===== config.mk =====
export PLATFORM = sky130hd
export DESIGN_NAME = keypad_scanner
export DESIGN_NICKNAME = d
export VERILOG_FILES = /design/src/rtl/keypad_pkg.sv /design/src/rtl/keypad_col_scanner.sv /design/src/rtl/keypad_scanner.sv
export SDC_FILE = /design/constraint.sdc
export NUM_CORES = 1
export LEC_CHECK = 0
export ABC_AREA = 1
export CELL_PAD_IN_SITES_DETAIL_PLACEMENT = 0
export CELL_PAD_IN_SITES_GLOBAL_PLACEMENT = 1
export CORE_MARGIN = 5
export CORE_UTILIZATION = 45
export DETAILED_ROUTE_END_ITERATION = 16
export PLACE_DENSITY = 0.92
export SLEW_MARGIN = 10
export SYNTH_ARGS = -nofsm -noshare
export SYNTH_HDL_FRONTEND = slang
export SYNTH_HIERARCHICAL = 1
export SYNTH_SLANG_ARGS = --single-unit

===== constraint.sdc =====
create_clock -name clk -period 16.4 [get_ports clk]
set_clock_uncertainty 0.15 [all_clocks]
set_input_delay 2.46 -clock clk [delete_from_list [all_inputs] [get_ports clk]]
set_output_delay 2.46 -clock clk [all_outputs]
set_load 0.03 [all_outputs]

===== src/rtl/keypad_pkg.sv =====
// Shared types and the key map for the 4x4 matrix keypad scanner.
package keypad_pkg;

  typedef enum logic [1:0] {
    IDLE    = 2'd0,
    CAND    = 2'd1,
    PRESSED = 2'd2
  } deb_state_e;

  typedef enum logic [1:0] {
    NONE   = 2'd0,
    SINGLE = 2'd1,
    MULTI  = 2'd2
  } scan_class_e;

  // Indexed as KEY_MAP[row][col].
  localparam logic [3:0] KEY_MAP [4][4] = '{
    '{4'h1, 4'h2, 4'h3, 4'hA},
    '{4'h4, 4'h5, 4'h6, 4'hB},
    '{4'h7, 4'h8, 4'h9, 4'hC},
    '{4'h0, 4'hF, 4'hE, 4'hD}
  };

endpackage


===== src/rtl/keypad_col_scanner.sv =====
// Column drive, row synchronizer and per-scan capture; classifies each full
// scan as NONE, SINGLE(code) or MULTI on the col3 sample cycle.
module keypad_col_scanner
  import keypad_pkg::*;
#(
  parameter int dwell_cycles = 4
) (
  input  logic        clk,
  input  logic        rst,
  input  logic [3:0]  row,
  output logic [3:0]  col,
  output logic        scan_done,
  output scan_class_e scan_class,
  output logic [3:0]  scan_code
);

  localparam int DCW = (dwell_cycles > 1) ? $clog2(dwell_cycles) : 1;
  localparam logic [DCW-1:0] DWELL_LAST = DCW'(dwell_cycles - 1);

  logic [3:0]     row_meta;
  logic [3:0]     row_sync;
  logic [DCW-1:0] dwell_cnt;
  logic [1:0]     col_idx;
  logic [3:0]     hits [3];
  logic           sample;

  assign sample    = (dwell_cnt == DWELL_LAST);
  assign scan_done = sample && (col_idx == 2'd3);
  assign col       = ~(4'b0001 << col_idx);

  always_ff @(posedge clk or negedge rst) begin
    if (!rst) begin
      row_meta  <= 4'hF;
      row_sync  <= 4'hF;
      dwell_cnt <= '0;
      col_idx   <= 2'd0;
      hits[0]   <= 4'h0;
      hits[1]   <= 4'h0;
      hits[2]   <= 4'h0;
    end else begin
      row_meta <= row;
      row_sync <= row_meta;
      if (sample) begin
        dwell_cnt <= '0;
        col_idx   <= col_idx + 2'd1;
        if (col_idx != 2'd3) hits[col_idx] <= ~row_sync;
      end else begin
        dwell_cnt <= dwell_cnt + 1'b1;
      end
    end
  end

  // col3 is classified straight from the live synchronized rows so the
  // result is ready on the same cycle as its sample.
  logic [3:0] cells [4];
  logic [4:0] n_keys;

  always_comb begin
    cells[0]   = hits[0];
    cells[1]   = hits[1];
    cells[2]   = hits[2];
    cells[3]   = ~row_sync;
    n_keys     = 5'd0;
    scan_code  = 4'h0;
    for (int c = 0; c < 4; c++) begin
      for (int r = 0; r < 4; r++) begin
        if (cells[c][r]) begin
          n_keys    = n_keys + 5'd1;
          scan_code = KEY_MAP[r][c];
        end
      end
    end
    if (n_keys == 5'd0)      scan_class = NONE;
    else if (n_keys == 5'd1) scan_class = SINGLE;
    else                     scan_class = MULTI;
  end

endmodule


===== src/rtl/keypad_scanner.sv =====
// 4x4 keypad scanner: scan-level debounce turning matrix presses into a hex
// code, a held level, a one-cycle press pulse and a multi-key strobe.
//
// state   | meaning
// IDLE    | no key accepted, waiting for a single-key scan
// CAND    | same single key seen on cnt consecutive scans
// PRESSED | key accepted and held; rel counts consecutive empty scans
module keypad_scanner
  import keypad_pkg::*;
#(
  parameter int clk_freq     = 50_000_000,
  parameter int scan_rate_hz = 1000,
  parameter int stable_scans = 4
) (
  input  logic       clk,
  input  logic       rst,
  input  logic [3:0] row,
  output logic [3:0] col,
  output logic [3:0] keypad_value,
  output logic       keypress,
  output logic       key_pulse,
  output logic       multi_key
);

  localparam int         DWELL_CYCLES = clk_freq / scan_rate_hz;
  localparam logic [3:0] SS           = 4'(stable_scans);
  localparam logic [3:0] SS_LAST      = SS - 4'd1;

  logic        scan_done;
  scan_class_e scan_class;
  logic [3:0]  scan_code;

  deb_state_e state;
  logic [3:0] cand;
  logic [3:0] cnt;
  logic [3:0] rel;

  keypad_col_scanner #(
    .dwell_cycles(DWELL_CYCLES)
  ) u_col_scanner (
    .clk       (clk),
    .rst       (rst),
    .row       (row),
    .col       (col),
    .scan_done (scan_done),
    .scan_class(scan_class),
    .scan_code (scan_code)
  );

  assign keypress = (state == PRESSED);

  always_ff @(posedge clk or negedge rst) begin
    if (!rst) begin
      state        <= IDLE;
      cand         <= 4'h0;
      cnt          <= 4'd0;
      rel          <= 4'd0;
      keypad_value <= 4'h0;
      key_pulse    <= 1'b0;
      multi_key    <= 1'b0;
    end else begin
      key_pulse <= 1'b0;
      multi_key <= scan_done && (scan_class == MULTI);
      if (scan_done) begin
        case (state)
          IDLE: begin
            if (scan_class == SINGLE) begin
              cand <= scan_code;
              if (SS_LAST == 4'd0) begin
                keypad_value <= scan_code;
                key_pulse    <= 1'b1;
                cnt          <= 4'd0;
                rel          <= 4'd0;
                state        <= PRESSED;
              end else begin
                cnt   <= 4'd1;
                state <= CAND;
              end
            end
          end
          CAND: begin
            if (scan_class == SINGLE && scan_code == cand) begin
              if (cnt >= SS_LAST) begin
                keypad_value <= cand;
                key_pulse    <= 1'b1;
                cnt          <= 4'd0;
                rel          <= 4'd0;
                state        <= PRESSED;
              end else begin
                cnt <= cnt + 4'd1;
              end
            end else if (scan_class == SINGLE) begin
              cand <= scan_code;
              cnt  <= 4'd1;
            end else begin
              cnt   <= 4'd0;
              state <= IDLE;
            end
          end
          PRESSED: begin
            // Any non-empty scan restarts the release count; a different key
            // cannot be accepted until this one is released.
            if (scan_class == NONE) begin
              if (rel >= SS_LAST) begin
                rel   <= 4'd0;
                state <= IDLE;
              end else begin
                rel <= rel + 4'd1;
              end
            end else begin
              rel <= 4'd0;
            end
          end
          default: begin
            cnt   <= 4'd0;
            rel   <= 4'd0;
            state <= IDLE;
          end
        endcase
      end
    end
  end

endmodule


-- Word-level counts from Yosys, hierarchy flattened
Cells that the tools add are included.
- input bits: 6
- flip-flop bits (word level): 58
- equality and inequality tests: 17
- add/sub/neg operators: 19
- muxes and demuxes: 62
- shift-type cells: 1
- bitwise gates (word level): 5
- reductions and logical operators: 14
- order comparisons: 4
- operators with widths (operator ; count):
    $mux 4 ; 20
    $mux 5 ; 15
    $add 5x1->5 const B ; 14
    $pmux 4 s3 ; 2
    $add 16x1->16 const B ; 1
    $eq 16x16->1 const B ; 1
    $mux 16 ; 1
    $mux 2 ; 8
    $mux 3 ; 5
    $bwmux 12 ; 1
    $ne 2x2->1 const B ; 5
    $add 4x1->4 const B ; 2
    $demux 4 s2 ; 1
    $ge 4x2->1 const B ; 2
    $not 4->4 ; 2
    $pmux 4 s2 ; 1
    $reduce_and 4->1 ; 2
    $mux 1 ; 7
    $eq 2x2->1 const B ; 3
    $ne 3x3->1 const B ; 2
    $pmux 2 s3 ; 1
    $reduce_and 3->1 ; 2
    $reduce_and 6->1 ; 1
    $eq 5x1->1 const B ; 1
    15 further kinds ; 22

-- Logic depth before layout (Yosys ltp)
- depth after elaboration: 39
- mapped depth: 62

-- Cells and area by module
Netlist, hierarchy kept.
- by module, submodules not included (module ; seq. area each (um^2) ; cells an instance ; area an instance (um^2) ; times used):
    keypad_col_scanner ; 960.9 ; 550 ; 3656.0 ; 1
    keypad_scanner ; 500.5 ; 135 ; 1077.3 ; 1

-- Worst setup path before layout
Ideal clock, no wire load.
- path kind: flip-flop to flip-flop
- start: register u_col_scanner.hits (netlist bit u_col_scanner/cells[12])
- end: register state[1]
- stages on the path, launching flop included: 59
- slack: 8240 ps
- library setup time: 119 ps
- data required time: 16131 ps
- arrival: 7891 ps
- period minus slack after synthesis: 8160 ps
- cell sequence: dfrtp_1 inv_1 ha_1 inv_1 nand2_2 nand2_2 inv_1 ha_1 nand2_1 nand2_1 ha_1 or2_1 nand2_1 inv_1 ha_1 nand2_1 nand2_2 ha_1 (+23 left out) ha_1 or2_2 a21boi_2 ha_1 nand2_1 o21ai_0 nor3_1 nand3_1 nor2_2 inv_2 nor2_2 nand2_1 nand2_2 o21ai_2 nor2_4 nand3_2 nand2_1 nand2_1
- longest elaborated chain between the ends: 38
- elaborated cells between the ends (all ways): 62
- ends and longest elaborated chain (what ; line ; text):
    start: declaration ; keypad_col_scanner.sv:24 ; logic [3:0] hits [3];
    start signal: indexed assignment ; keypad_col_scanner.sv:46 ; if (col_idx != 2'd3) hits[col_idx] <= ~row_sync;
    $mux 1 * ; keypad_col_scanner.sv:67 ; if (cells[c][r]) begin
    $add 1x1->2 ; keypad_col_scanner.sv:68 ; n_keys = n_keys + 5'd1;
    $mux 5 * ; keypad_col_scanner.sv:67 ;
    $add 5x1->5 ; keypad_col_scanner.sv:68 ;
    $mux 5 * ; keypad_col_scanner.sv:67 ;
    $add 5x1->5 ; keypad_col_scanner.sv:68 ;
    $mux 5 * ; keypad_col_scanner.sv:67 ;
    $add 5x1->5 ; keypad_col_scanner.sv:68 ;
    (+23 left out) ; n/a ;
    $eq 5x1->1 ; keypad_col_scanner.sv:74 ; else if (n_keys == 5'd1) scan_class = SINGLE;
    $mux 2 ; keypad_col_scanner.sv:74 ;
    $mux 2 * ; keypad_col_scanner.sv:73 ; if (n_keys == 5'd0) scan_class = NONE;
    named net scan_class[0] ; keypad_scanner.sv:30 ; scan_class_e scan_class;
    $eq 2x1->1 ; keypad_scanner.sv:67, keypad_scanner.sv:82, keypad_scanner.sv:92 ;
    $logic_and 1x1->1 ; keypad_scanner.sv:82 ; if (scan_class == SINGLE && scan_code == cand) begin
    $ne 3x3->1 (no source line) / $mux 2 (equally long branches) ; n/a ;
    $reduce_and 6->1 (no source line) / $pmux 2 s3 (equally long branches) ; n/a ;
    end signal: assignment ; keypad_scanner.sv:74 ; state <= PRESSED;
    end signal: assignment ; keypad_scanner.sv:88 ; state <= PRESSED;
    end signal: assignment ; keypad_scanner.sv:97 ; state <= IDLE;
    end: declaration ; keypad_scanner.sv:33 ; deb_state_e state;
The timed path passes the listed nets; every way through them passes the cells marked *.
A chain may end at the register's enable or synchronous reset.

-- Worst setup path after layout
Same ends and word-level chain as after synthesis.

==> metrics.txt <==
n_diodes=0; Core ar.=0.01028 mm²; asr flop ratio synth=100.0%; Worst Tran Pin Value=roughly 0.7 ns; Num CTS Buffers=9; Worst setup SP type=flip-flop; remaining global-route overflow=0; Cells after Synth=just under 700; Worst R2R Setup Slack=about 7.6 ns; CP delay by family, top=adder cells; most frequent cells in the layout=nand2_1 (178), inv_1 (114), nand2_2 (55); initial core utilization=approximately 46%; vias per cell=between 4 and 5; final hold violation count=0; net count after synthesis=between 700 and 800; Root Driver=clkbuf_8; slowest cell on the critical path=dfrtp_1; dpl cell area=a little over 0.005 mm²; row cnt=37; endpoints failing setup=0; Area contributors post-synth=dfrtp_1 (26%), nand2_1 (14%), inv_1 (9.0%); post-synth cell types=between 40 and 50; fin cells=between 800 and 900; # Max-Cap Violations=0; CP Max Fanout=4; cell taking the most area after synthesis=dfrtp_1; total track usage=between 10% and 20%; peak supply drop=0.0001096 V; Req. time, crit path=approximately 16 ns; CP Capture Type=flip-flop; Max clock buf depth=2; vias in the first global route=about 3,800; fin area=around 0.0053 mm²; Most Frequent Cell on Critical Path=nand2_1; setup TNS=0 ns; Placement Setup Slack=roughly 7.6 ns; yosys warns=6; pwr/cell area=~60 mW/mm²; Routed WL per cell=10.46 µm; Routed WL=approximately 8900 µm; Ports=17; hold path endpoint=u_col_scanner/row_sync[1]; most common cell after layout, fill and taps aside=nand2_1; share of the synthesized area in the top cell type=roughly a quarter; R2R Path End=state[1]; largest net degree at the start of global routing=between 50 and 60; Detailed Place HPWL=~7200 µm; H-Tree Depth=3; CP Buf/Inv Count=5; Routability Congestion=0.8162; EDFF count, synth=0; initial antenna violation count=0; Post-route DRC=0; nets=approximately 740; FF-to-FF path depth=58; area delta synth->final=11.37%; PostCTS Resize Cnt=0; Hold WC Path Type=reg2reg; Yosys reg bits=between 50 and 60; sequential fraction of the synthesis area=a little under a third; layout cells sized above 1=about a fifth; die width=approximately 110 µm; Clock Sinks=58; drt pass-1 iters=4; Util after Layout=about half; Worst Path Arrival=8.88 ns; period utilization=approximately 54%; via count=between 4,000 and 5,000; max-slew violations=0; Netlist Area Pre-Place=around 0.0047 mm²; Max Freq=around 0.11 GHz; hold depth=0; final worst slack=approximately 7.6 ns; final antenna-violating net count=0; DRT iter0 DRCs=between 150 and 200; kind of critical path=reg2reg; Total Power=about 0.32 mW; Slew HR=around 53%; Chip Height=between 100 and 150 µm; Tmin final=8.812 ns; Largest stage delay, worst path=around 0.40 ns; clk_lat worst skew=0.33 ns; worst hold slack=between 0.2 and 0.25 ns; postcts setup bufs=0; TritonCTS clock tree=done; min-delay src=u_col_scanner/row_meta[1]; status=completed; first-pass GRT wire length=around 16,000 µm; Avg Cell Area, Syn=just under 7 µm²; r2r startpoint=u_col_scanner/cells[12]; Worst-path clk slew=roughly 0.070 ns; die area=around 0.013 mm²; Cells after DPL=832; Hold-fix buffers, CTS=0; Leak=a little under 3 nW; RSZ-0062 raised after global routing=false; ys flop type=dfrtp_1; Port Buffers=16
## worst max path at each step
stage	from	end	cells after the start
floorplan	u_col_scanner/cells[12]	state[1]	58
global placement	u_col_scanner/cells[12]	state[1]	58
detailed placement	u_col_scanner/cells[12]	state[1]	60
CTS	u_col_scanner/cells[12]	state[1]	58
global route	u_col_scanner/cells[12]	state[0]	60
finish	u_col_scanner/cells[12]	state[1]	58
## layer usage
metal	GRT usage [%]	share of wire (%)	vias up
met5	0	0	-
li1	-	-	2190
met3	2.156	2.0	10
met1	18.69	48	1799
met2	26.58	49	27
met4	4.567	1.3	0
## report_power, final
part | total, mW | switching (mW) | internal [mW]
clock | 0.155 | 0.0541 | 0.101
sequential | 0.146 | 0.00150 | 0.145
combinational | 0.0163 | 0.0110 | 0.00530
total | 0.318 | 0.0666 | 0.251
## cell usage after synthesis, types with 2 or more instances
cell	number
o21ai_1	10
nand3_4	4
a21oi_1	20
xor2_1	4
dfrtp_1	50
or2_2	3
o21ai_0	24
a31oi_1	3
nor2_1	43
ha_1	23
nand3b_1	4
nor2_4	3
nand2_1	178
dfstp_2	8
inv_1	114
buf_2	5
nand3_2	23
nor3_2	2
nand4_1	5
nand3_1	46
nor4_1	2
nor2_2	6
nand2_4	8
inv_2	17
nor3_1	9
nand2_2	55
## sequential cells by signal, summed over array words and instances, names as in the netlist
signal,cells
cand,4
cnt,4
key_pulse,1
keypad_value,4
multi_key,1
rel,4
state,2
u_col_scanner/cells,12
u_col_scanner/col_idx,2
u_col_scanner/dwell_cnt,16
u_col_scanner/row_meta,4
u_col_scanner/row_sync,4
## cell families (layout without fill, tap and decap cells)
| group | Yosys count | after routing | synth area share (%) |
|---|---|---|---|
| simple gates | 395 | 395 | 43.40 |
| buf+inv | 138 | 165 | 11.08 |
| compound gates | 66 | 66 | 7.640 |
| flops | 58 | 58 | 30.87 |
| fa+ha+maj | 23 | 23 | 6.080 |
| xor+xnor | 5 | 5 | 0.9251 |
## area by class of cell
type                            instances  area [µm²]
Clock inverter                          5       102.6
Multi-Input combinational cell        489        2748
Timing Repair Buffer                   17       162.7
Clock buffer                           11       131.4
Sequential cell                        58        1461
Inverter                              132       495.5
Tap cell                              136       170.2
Fill cell                            1026        5006
Power figures use the tool's default switching activity.
